==> src/rtl/spi_cmd_tx_if.sv <==
// rtl/spi_cmd_tx_if.sv - command handshake bundle for the SPI paint-command initiator

interface spi_cmd_tx_if;
  logic       cmd_valid;
  logic       cmd_ready;
  logic [7:0] cmd_x;
  logic [7:0] cmd_y;
  logic       cmd_brush;
  logic [2:0] cmd_color;

  modport master (
    output cmd_valid,
    output cmd_x,
    output cmd_y,
    output cmd_brush,
    output cmd_color,
    input  cmd_ready
  );

  modport slave (
    input  cmd_valid,
    input  cmd_x,
    input  cmd_y,
    input  cmd_brush,
    input  cmd_color,
    output cmd_ready
  );
endinterface

==> src/rtl/spi_cmd_tx.sv <==
// rtl/spi_cmd_tx.sv - SPI mode-0 initiator sending one 24-bit paint command per cs frame

module spi_cmd_tx #(
  parameter int CLK_DIV  = 4,
  parameter int CS_SETUP = 2,
  parameter int CS_HOLD  = 2,
  parameter int IDLE_GAP = 2
) (
  input  logic         clk,
  input  logic         reset,
  spi_cmd_tx_if.slave  cmd,
  output logic         sck,
  output logic         sdo,
  output logic         cs,
  output logic         busy,
  output logic         frame_done
);

  // One down-counter serves every timed phase, so it is sized for the longest one.
  localparam int MAX_A = (CLK_DIV > CS_SETUP) ? CLK_DIV : CS_SETUP;
  localparam int MAX_B = (CS_HOLD > IDLE_GAP) ? CS_HOLD : IDLE_GAP;
  localparam int MAX_P = (MAX_A > MAX_B) ? MAX_A : MAX_B;
  localparam int CW    = (MAX_P < 2) ? 1 : $clog2(MAX_P);

  localparam logic [CW-1:0] DIV_LD   = CW'(CLK_DIV - 1);
  localparam logic [CW-1:0] SETUP_LD = CW'(CS_SETUP - 1);
  localparam logic [CW-1:0] HOLD_LD  = CW'(CS_HOLD - 1);
  localparam logic [CW-1:0] GAP_LD   = CW'(IDLE_GAP - 1);

  typedef enum logic [2:0] {IDLE, SETUP, SHIFT, HOLD, GAP} state_t;

  state_t        state;
  logic [CW-1:0] cnt;
  logic [4:0]    bit_cnt;
  logic [23:0]   shreg;
  logic [23:0]   frame;

  assign frame = {cmd.cmd_x, cmd.cmd_y, cmd.cmd_brush, cmd.cmd_color, 4'b0000};

  // Frame sequencer; every output is a register so cs/sck/sdo never glitch.
  always_ff @(posedge clk or negedge reset) begin
    if (!reset) begin
      state         <= IDLE;
      cnt           <= '0;
      bit_cnt       <= '0;
      shreg         <= '0;
      sck           <= 1'b0;
      sdo           <= 1'b0;
      cs            <= 1'b0;
      busy          <= 1'b0;
      frame_done    <= 1'b0;
      cmd.cmd_ready <= 1'b0;
    end else begin
      frame_done <= 1'b0;
      case (state)
        IDLE: begin
          if (cmd.cmd_valid && cmd.cmd_ready) begin
            shreg         <= frame;
            sdo           <= frame[23];
            cs            <= 1'b1;
            busy          <= 1'b1;
            cmd.cmd_ready <= 1'b0;
            cnt           <= SETUP_LD;
            state         <= SETUP;
          end else begin
            cmd.cmd_ready <= 1'b1;
          end
        end

        SETUP: begin
          if (cnt == '0) begin
            cnt     <= DIV_LD;
            bit_cnt <= 5'd23;
            state   <= SHIFT;
          end else begin
            cnt <= cnt - CW'(1);
          end
        end

        // Low half then high half per bit; sdo only advances on the falling step.
        SHIFT: begin
          if (cnt != '0) begin
            cnt <= cnt - CW'(1);
          end else if (!sck) begin
            sck <= 1'b1;
            cnt <= DIV_LD;
          end else begin
            sck <= 1'b0;
            if (bit_cnt == 5'd0) begin
              cnt   <= HOLD_LD;
              state <= HOLD;
            end else begin
              bit_cnt <= bit_cnt - 5'd1;
              shreg   <= shreg << 1;
              sdo     <= shreg[22];
              cnt     <= DIV_LD;
            end
          end
        end

        HOLD: begin
          if (cnt == '0) begin
            cs         <= 1'b0;
            sdo        <= 1'b0;
            frame_done <= 1'b1;
            cnt        <= GAP_LD;
            state      <= GAP;
          end else begin
            cnt <= cnt - CW'(1);
          end
        end

        GAP: begin
          if (cnt == '0) begin
            busy          <= 1'b0;
            cmd.cmd_ready <= 1'b1;
            state         <= IDLE;
          end else begin
            cnt <= cnt - CW'(1);
          end
        end

        default: begin
          sck           <= 1'b0;
          sdo           <= 1'b0;
          cs            <= 1'b0;
          busy          <= 1'b0;
          cmd.cmd_ready <= 1'b0;
          state         <= IDLE;
        end
      endcase
    end
  end

endmodule

==> src/flat_wrapper.sv <==
// flat-port wrapper written by rule: the top's interface ports become plain ports
module spi_cmd_tx_flat 
#(
  parameter int CLK_DIV  = 4,
  parameter int CS_SETUP = 2,
  parameter int CS_HOLD  = 2,
  parameter int IDLE_GAP = 2
)
  (clk, reset, sck, sdo, cs, busy, frame_done, cmd_cmd_valid, cmd_cmd_x, cmd_cmd_y, cmd_cmd_brush, cmd_cmd_color, cmd_cmd_ready);
  spi_cmd_tx_if cmd_i ();
  input  logic clk;
  input  logic reset;
  output logic sck;
  output logic sdo;
  output logic cs;
  output logic busy;
  output logic frame_done;
  input wire logic [$bits(cmd_i.cmd_valid)-1:0] cmd_cmd_valid;
  input wire logic [$bits(cmd_i.cmd_x)-1:0] cmd_cmd_x;
  input wire logic [$bits(cmd_i.cmd_y)-1:0] cmd_cmd_y;
  input wire logic [$bits(cmd_i.cmd_brush)-1:0] cmd_cmd_brush;
  input wire logic [$bits(cmd_i.cmd_color)-1:0] cmd_cmd_color;
  output wire logic [$bits(cmd_i.cmd_ready)-1:0] cmd_cmd_ready;
  assign cmd_i.cmd_valid = cmd_cmd_valid;
  assign cmd_i.cmd_x = cmd_cmd_x;
  assign cmd_i.cmd_y = cmd_cmd_y;
  assign cmd_i.cmd_brush = cmd_cmd_brush;
  assign cmd_i.cmd_color = cmd_cmd_color;
  assign cmd_cmd_ready = cmd_i.cmd_ready;
  spi_cmd_tx #(.CLK_DIV(CLK_DIV), .CS_SETUP(CS_SETUP), .CS_HOLD(CS_HOLD), .IDLE_GAP(IDLE_GAP)) u_core (.clk(clk), .reset(reset), .cmd(cmd_i), .sck(sck), .sdo(sdo), .cs(cs), .busy(busy), .frame_done(frame_done));
endmodule
==> config.mk <==
export PLATFORM = sky130hd
export DESIGN_NAME = spi_cmd_tx_flat
export DESIGN_NICKNAME = d
export VERILOG_FILES = /design/src/rtl/spi_cmd_tx_if.sv /design/src/rtl/spi_cmd_tx.sv /design/src/flat_wrapper.sv
export SDC_FILE = /design/constraint.sdc
export NUM_CORES = 1
export LEC_CHECK = 0
export BUFFER_PORTS_ARGS = -buffer_cell sky130_fd_sc_hd__buf_2
export CAP_MARGIN = 20
export CORE_MARGIN = 2
export CORE_UTILIZATION = 50
export CTS_BUF_LIST = sky130_fd_sc_hd__clkbuf_16
export DETAILED_ROUTE_END_ITERATION = 12
export PLACE_DENSITY = 0.78
export REMOVE_ABC_BUFFERS = 1
export SLEW_MARGIN = 20
export SYNTH_ARGS = -nofsm -noshare
export SYNTH_HDL_FRONTEND = slang
export SYNTH_SLANG_ARGS = --single-unit
==> constraint.sdc <==
create_clock -name clk -period 2.7 [get_ports clk]
set_input_delay 0.135 -clock clk [delete_from_list [all_inputs] [get_ports clk]]
set_output_delay 0.135 -clock clk [all_outputs]
set_load 0.05 [all_outputs]
Yosys cells after proc, flatten, opt, wreduce, memory -nomap -nowiden
Index checks and enable logic that the tools add are counted.

Register bits: 39. Bits of input ports: 23. Output and inout bits: 6. Word-level logic and storage cells: 93.

$add $sub $neg: 2. Equality and inequality tests: 13. Multiplexer cells: 43. Bitwise gates (word level): 4. Reductions and logical operators: 21.

Operators by type and width (number): two-way mux 23 bit (4); one-hot mux 23 bit (2 select lines) (1); two-way mux 3 bit (7); two-way mux 5 bit (4); one-hot mux 3 bit (5 select lines) (1); two-way mux 2 bit (7); two-way mux 1 bit (12); inequality test 2 x 1 -> 1 bit (second input constant) (6); one-hot mux 2 bit (5 select lines) (1); one-hot mux 5 bit (2 select lines) (1); AND reduction 5 bit (2); one-hot mux 1 bit (3 select lines) (3); AND reduction 3 bit (3); AND reduction 7 bit (1); == test 3 x 2 -> 1 bit (second input constant) (2); inequality test 2 bit (second input constant) (3); AND reduction 6 bit (1); nonzero test 2 bit (3); OR reduction 3 bit (2); logical NOT 5 bit (1); nonzero test 5 bit (1); subtractor 5 x 1 -> 5 bit (second input constant) (1); NOT 1 bit (4); one-hot mux 1 bit (4 select lines) (1); 10 further kinds (11).

Depth between registers and ports, before layout
Gate-level depths: netlist of run 1.

Depth in word-level cells: 5. Gate-level depth with buffers: 8. Depth with buffers taken out: 6.

Least setup slack after synthesis of run 1
OpenSTA, ideal clock, no wires.

Path type: reg-to-reg. From: register u_core.sck. To: register u_core.shreg[12]. Library setup time: 0.074 ns. Arrival: 1.823 ns. Required time: 2.626 ns. Setup slack: 0.802 ns. Cell stages (with the launch flop): 7. Path buffers: 2. Clock period less this slack: 1.898 ns. Cells stage by stage: dfrtp_1 > buf_4 > nand3_1 > o22ai_2 > clkbuf_1 > a21oi_1 > a21oi_4.

Longest elaborated chain between the ends: 2.

RTL lines: start, declared (line spi_cmd_tx.sv:12) `output logic sck,`; start signal, assigned (line spi_cmd_tx.sv:47) `sck <= 1'b0;`; start signal, assigned (line spi_cmd_tx.sv:85) `sck <= 1'b1;`; start signal, assigned (line spi_cmd_tx.sv:88) `sck <= 1'b0;`; inequality test 2 x 1 -> 1 bit (no source line); AND reduction 5 bit (no source line); end signal, assigned (line spi_cmd_tx.sv:58) `shreg <= frame;`; end signal, assigned (line spi_cmd_tx.sv:94) `shreg <= shreg << 1;`; end, declared (line spi_cmd_tx.sv:35) `logic [23:0] shreg;`.

Every way passes these cells. A chain may end at the register's enable or synchronous reset.

Final worst setup path of run 1
From: register u_core.cnt[1]. To: register u_core.shreg[8].

Longest elaborated chain between the ends: 3.

RTL lines: start, declared (line spi_cmd_tx.sv:33) `logic [CW-1:0] cnt;`; start signal, assigned (line spi_cmd_tx.sv:76) `cnt <= cnt - CW'(1);`; start signal, assigned (line spi_cmd_tx.sv:83) `cnt <= cnt - CW'(1);`; start signal, assigned (line spi_cmd_tx.sv:109) `cnt <= cnt - CW'(1);`; nonzero test 2 bit (line spi_cmd_tx.sv:82) `if (cnt != '0) begin`; inequality test 2 bit (no source line); AND reduction 5 bit (no source line).

Every way passes these cells.

==> results.py, run 1 <==
metrics = {
    "status": {
        "outcome": "finished, final reports clean",
    },
    "yosys": {
        "synthTopCellsByArea": "dfrtp_1, mux2i_1, a21oi_1",
        "synth_simple_gate_area_share_pct": 12.7,
        "yosysWarnings": 0,
        "synthFlopType": "dfrtp_1",
        "async_reset_ff_share_pct": 100,
        "synth-compound-area-share_pct": 25.4,
        "seq_area_frac_synth_pct": 43.7,
        "synth_edf_count": 0,
        "syn_area_per_cell_um2": 9.63,
        "ys_seq_elements": 35,
        "synth_fa_ha_area_share_pct": 1.87,
        "synth_xor_area_share_pct": 0.874,
        "synthMuxAreaShare_pct": 8.99,
        "ys_types": 42,
        "synth_top_family_by_area": "compound AO/OA/AOI/OAI gates",
        "netlist_area_um2": 2000,
        "yosys.area.top_type": "dfrtp_1",
        "syn-instance-count": 208,
        "synth_top_area_share_pct": 43.7,
    },
    "die": {
        "die_h_um": 67.3,
        "start_util_pct": 51.2,
        "row_count": 23,
        "core_um2": 3910,
        "io_pins": 29,
        "die_x_um": 67.3,
        "die_area_um2": 4530,
    },
    "global_routing": {
        "grt_max_degree": 36,
        "grt_pass1_wl_um": 7120,
        "first_global_vias": 1550,
        "gr-total-overflow": 0,
        "gr-usage-all-layers_pct": 21.0,
        "antenna_found_initial": 0,
    },
    "setup_path": {
        "worstSetupEndpoint": "u_core.shreg[8]$_DFFE_PN0P_",
        "slowest_stage": "dfrtp_1",
        "critPathMaxFanout": 19,
        "worstReg2RegStart": "u_core.cnt[1]$_DFFE_PN0P_",
        "cp.arrival_ns": 2.28,
        "critPathTopFamily": "simple AND/OR/NAND/NOR gates",
        "cp_data_required_time_ns": 2.85,
        "startpoint": "u_core.cnt[1]$_DFFE_PN0P_",
        "critPathCaptureType": "flip-flop",
        "reg2regPathDepth": 7,
        "path_cells": "inv_1, ha_1, nand3_1, o22ai_2, buf_4, and2_4, a21oi_1",
        "path_class": "reg2reg",
        "start_kind": "flip-flop",
        "r2r-end": "u_core.shreg[8]$_DFFE_PN0P_",
        "slowest_delay_ns": 0.41,
        "rrSetupSlack_ns": 0.57,
        "cp_num_cells": 7,
        "crit_buf_inv": 2,
    },
    "clock_tree": {
        "insertion_delay_ns": 0.28,
        "cts_root_buf": "clkbuf_16",
        "ctsResizeCount": 0,
        "path_clk_slew_ns": 0.05,
        "cts_tree": "built",
        "cts_buffers": 5,
        "cts_htree_levels": 2,
        "cts_num_sinks": 35,
        "clock_path_buffers": 2,
    },
    "layout": {
        "nets": 261,
        "area_growth_pct": 15.8,
        "n_antenna_cell": 0,
        "final_layout_size_suffix_gt1_share_pct": 24.2,
    },
    "timing": {
        "worst_slew_pin_slew_ns": 0.782,
        "setup-tns-final_ns": 0,
        "fmax_mhz": 469,
        "finalMaxSlewViolations": 0,
        "slew_headroom_pct": 47.9,
        "final-setup-viol-count": 0,
        "period_minus_slack_ns": 2.13,
        "skew_ns": 0.00194,
        "hold_viol": 0,
        "rsz0062_at_grt": "false",
        "fin_crit_sh_pct": 79.0,
        "fin_hold_ws_ns": 0.102,
    },
    "detailed_routing": {
        "first_pass_iters": 4,
        "wl_um": 4200,
        "wire_per_inst_um": 14.7,
        "num_vias": 1639,
        "drc": 0,
        "antenna_left": 0,
        "via_per_inst": 5.73,
        "drt_iter0_drc": 119,
    },
    "power": {
        "vdd_drop_max_mv": 0.590,
        "cellLeakagePower_nw": 0.991,
        "p_per_area_nw_per_um2": 1300,
    },
    "min_path": {
        "hp-class": "in2reg",
    },
    "job": {
        "drv_cap": 0,
    },
    "place": {
        "place_congestion": 0.872,
        "portBuffers": 28,
        "dp_hpwl_um": 2890,
    },
}
-- logic make-up after synthesis --
| logic type | Yosys count |
|---|---|
| AO/OA/AOI/OAI | 76 |
| XOR/XNOR | 2 |
| adder cells (fa/ha/maj) | 3 |
| buffers and inverters | 26 |
| flip-flops | 35 |
| multiplexers | 18 |
| AND/OR/NAND/NOR | 48 |
-- how the worst min path moves through the flow --
stage                startpoint                       endpoint  slack [ns]  depth (start not counted)
2_1_floorplan             reset  u_core.bit_cnt[0]$_DFFE_PN0P_       -0.16                          0
3_3_place_gp              reset  u_core.bit_cnt[0]$_DFFE_PN0P_        0.26                          1
3_5_place_dp              reset         u_core.sck$_DFFE_PN0P_        0.27                          1
4_1_cts        cmd_cmd_color[0]    u_core.shreg[4]$_DFFE_PN0P_        0.10                          3
5_1_grt        cmd_cmd_color[0]    u_core.shreg[4]$_DFFE_PN0P_        0.10                          3
6_report       cmd_cmd_color[0]    u_core.shreg[4]$_DFFE_PN0P_        0.10                          3
-- through the flow --
step                total power, mW  instance area, um2  std cells  util (%)  setup slack (ns)
global route                   3.24                2320        286      59.3             0.401
CTS                            3.02                2320        286      59.3             0.573
detailed placement             2.46                2170        277      55.4             0.609
finish                         3.01                2320        286      59.3             0.567
floorplan                      2.05                1910        191         -             0.170
global placement               2.43                2170        277      55.4             0.690
-- cell type report --
class | count | area [um2]
Timing Repair Buffer | 37 | 210
Tap cell | 50 | 62.6
Multi-Input combinational cell | 147 | 997
Clock inverter | 3 | 15.0
Fill cell | 353 | 1590
Sequential cell | 35 | 876
Inverter | 9 | 33.8
Clock buffer | 5 | 125
-- worst min-delay path, stage by stage --
cell and delay [ns]:
buf_2 0.07, nand3_1 0.06, o21ai_0 0.08
-- power by group --
part	internal, mW	total, mW	switching (mW)
sequential	0.766	0.988	0.222
combinational	0.573	1.47	0.899
clock	0.335	0.551	0.216
-- cells in the final DEF (no fill, tap or decap), drive strengths merged --
| master | n |
|---|---|
| dfrtp | 35 |
| inv | 9 |
| and2 | 2 |
| nand3b | 1 |
| and3 | 1 |
| a311oi | 1 |
| clkinvlp | 1 |
| nor2b | 1 |
| mux2i | 18 |
| a211oi | 6 |
| a21boi | 1 |
| a31o | 1 |
| a21oi | 42 |
| o31a | 1 |
| nand2 | 11 |
| clkbuf | 5 |
| nor3b | 1 |
| clkinv | 2 |
| nor4b | 1 |
| nor2 | 11 |
| a2111oi | 1 |
| o41ai | 2 |
| nand3 | 9 |
| o211ai | 2 |
| or4 | 1 |
| ha | 3 |
| o22ai | 1 |
| or4b | 1 |
| a21o | 1 |
| a31oi | 5 |
| nand4 | 1 |
| a2111o | 1 |
| or2 | 1 |
| xnor2 | 2 |
| dlygate4sd3 | 1 |
| o21ai | 11 |
| buf | 36 |
| nor3 | 6 |
-- metal layers --
metal | GRT usage (%) | part of all wire [%]
met3 | 7.00 | 6.1
met2 | 32.3 | 47
met5 | 0 | 0
met4 | 5.87 | 0.98
met1 | 28.2 | 46
-- cells in the mapped netlist, types with 2 or more instances --
| cell | n |
|---|---|
| mux2i_1 | 18 |
| inv_1 | 9 |
| o211ai_1 | 2 |
| buf_2 | 4 |
| nor2_1 | 11 |
| o41ai_1 | 2 |
| nand3_1 | 9 |
| a21oi_1 | 32 |
| a211oi_1 | 6 |
| nor3_1 | 6 |
| ha_1 | 3 |
| xnor2_1 | 2 |
| o21ai_0 | 11 |
| a31oi_1 | 5 |
| nand2_1 | 11 |
| a21oi_4 | 3 |
| a21oi_2 | 7 |
| clkbuf_1 | 9 |
| dfrtp_1 | 35 |
-- sequential cells by signal (all words and copies together), names as in the netlist --
name                  flops
u_core.bit_cnt            5
u_core.busy               1
u_core.cmd.cmd_ready      1
u_core.cnt                2
u_core.cs                 1
u_core.frame_done         1
u_core.sck                1
u_core.sdo                1
u_core.shreg             19
u_core.state              3
-- timing repair --
item	CTS	global route
setup endpoints to repair	0	0
buffers inserted	0	0
hold buffers	1	0
hold endpoints to repair	35	0
(Power assumes the default switching activity.)
==> run 2, diff against run 1 <==
clock period = 1.97 ns   (was 2.7 ns; I/O delays follow)
==> results.py, run 2 (synthesized netlist as in run 1, its figures left out) <==
metrics = {
    "setup_path": {
        "slowest_stage": "dfrtp_1",
        "critPathMaxFanout": 18,
        "path_cells": "inv_1, ha_1, nor4b_4, o22ai_2, buf_4, a21oi_1, a21oi_4",
        "cp_data_required_time_ns": 2.12,
        "cp.arrival_ns": 1.97,
        "start_kind": "flip-flop",
        "critPathTopFamily": "compound AO/OA/AOI/OAI gates",
        "critPathCaptureType": "flip-flop",
        "path_class": "reg2reg",
        "crit_buf_inv": 2,
        "slowest_delay_ns": 0.40,
    },
    "global_routing": {
        "grt_max_degree": 36,
        "first_global_vias": 1579,
        "gr-usage-all-layers_pct": 21.5,
        "grt_pass1_wl_um": 7220,
        "gr-total-overflow": 0,
        "antenna_found_initial": 0,
    },
    "power": {
        "vdd_drop_max_mv": 0.800,
        "p_per_area_nw_per_um2": 1780,
        "cellLeakagePower_nw": 1.02,
        "finalPower_mw": 4.17,
    },
    "timing": {
        "hold_viol": 0,
        "fmax_mhz": 552,
        "fin_crit_sh_pct": 91.9,
        "finalMaxSlewViolations": 0,
        "worst_slew_pin_slew_ns": 0.788,
        "fin_hold_ws_ns": 0.0470,
        "rsz0062_at_grt": "false",
        "final-setup-viol-count": 0,
        "period_minus_slack_ns": 1.81,
        "slew_headroom_pct": 47.5,
        "skew_ns": 0.00524,
    },
    "detailed_routing": {
        "antenna_left": 0,
        "num_vias": 1679,
        "wire_per_inst_um": 15.3,
        "drc": 0,
        "wl_um": 4410,
        "first_pass_iters": 4,
        "via_per_inst": 5.81,
        "drt_iter0_drc": 130,
    },
    "die": {
        "io_pins": 29,
        "start_util_pct": 51.2,
        "die_area_um2": 4530,
        "row_count": 23,
        "core_um2": 3910,
        "die_h_um": 67.3,
        "die_x_um": 67.3,
    },
    "clock_tree": {
        "cts_num_sinks": 35,
        "cts_tree": "built",
        "path_clk_slew_ns": 0.05,
        "insertion_delay_ns": 0.28,
        "ctsResizeCount": 0,
        "cts_buffers": 5,
        "cts_root_buf": "clkbuf_16",
        "clock_path_buffers": 2,
        "cts_htree_levels": 2,
    },
    "layout": {
        "final_layout_size_suffix_gt1_share_pct": 25.1,
        "utilization_pct": 59.8,
        "reg.largest.list": "u_core.shreg: 19 flops, u_core.bit_cnt: 5 flops, u_core.state: 3 flops",
        "final_area_um2": 2340,
        "nets": 264,
        "layout_commonest_cell": "dfrtp_1",
        "layout_common_cells": "dfrtp_1, a21oi_1, buf_2, mux2i_1",
        "registers.top_by_ff_count": "u_core.shreg",
        "n_antenna_cell": 0,
        "largest_reg_flops": 19,
        "area_growth_pct": 16.8,
    },
    "place": {
        "dpl_cell_area_um2": 2190,
        "portBuffers": 28,
        "place_congestion": 0.802,
        "dp_hpwl_um": 3090,
    },
    "status": {
        "outcome": "finished, final reports clean",
    },
    "job": {
        "drv_cap": 0,
    },
    "min_path": {
        "hp-class": "in2reg",
    },
}
-- run 2: cell types whose count changed in the layout (fill, tap and decap cells not counted), sizes merged --
cell      before  now
clkinvlp       1    0
buf           36   39
inv            9   11
clkinv         2    1
-- run 2: report_power, final --
part	total [mW]	leakage [nW]	switching, mW	internal (mW)
Combinational	2.07	0.549	1.26	0.812
Sequential	1.36	0.391	0.311	1.05
Clock	0.734	0.0762	0.278	0.456
Total	4.17	1.02	1.85	2.32
-- run 2: worst reg2reg max path: stages, from the launching register on --
cell and delay [ns]:
dfrtp_1 0.40, inv_1 0.09, ha_1 0.21, nor4b_4 0.33, o22ai_2 0.12, buf_4 0.22, a21oi_1 0.29, a21oi_4 0.04
-- run 2: layout make-up --
cell class	count	area, um2
Clock buffer	5	125
Multi-Input combinational cell	147	997
Timing Repair Buffer	40	233
Sequential cell	35	876
Clock inverter	3	12.5
Tap cell	50	62.6
Inverter	9	33.8
Fill cell	354	1570
-- run 2: worst paths after layout --
| path | from | endpoint | slack [ns] | depth (start not counted) |
|---|---|---|---|---|
| max | u_core.bit_cnt[0]$_DFFE_PN0P_ | u_core.shreg[13]$_DFFE_PN0P_ | 0.16 | 7 |
| min | cmd_cmd_color[0] | u_core.shreg[4]$_DFFE_PN0P_ | 0.05 | 3 |
| max reg2reg | u_core.bit_cnt[0]$_DFFE_PN0P_ | u_core.shreg[13]$_DFFE_PN0P_ | 0.16 | 7 |
| min reg2reg | u_core.busy$_DFFE_PN0P_ | u_core.busy$_DFFE_PN0P_ | 0.51 | 2 |
| max in group asynchronous | reset | u_core.busy$_DFFE_PN0P_ | 1.03 | 2 |
| min in group asynchronous | reset | u_core.state[1]$_DFFE_PN0P_ | 0.43 | 2 |
-- run 2: layer usage --
layer	up-vias	track usage, %	routed length, um
met5	-	0	0
met2	44	35.9	2180
met4	0	8.16	72
met3	9	5.33	194
li1	816	-	-
met1	810	27.0	1970
-- run 2: what timing repair did --
action | CTS | global route
hold endpoints to repair | 35 | 0
setup buffers | 0 | 0
hold buffers | 1 | 0
-- run 2: metrics by stage --
step / setup WS (ns) / TNS, ns / std cells
6_report: 0.160 / 0 / 289
5_1_grt: 0.0439 / 0 / 289
4_1_cts: 0.145 / 0 / 289
3_5_place_dp: 0.216 / 0 / 280
3_3_place_gp: 0.274 / 0 / 280
2_1_floorplan: -0.560 / -10.32 / 191
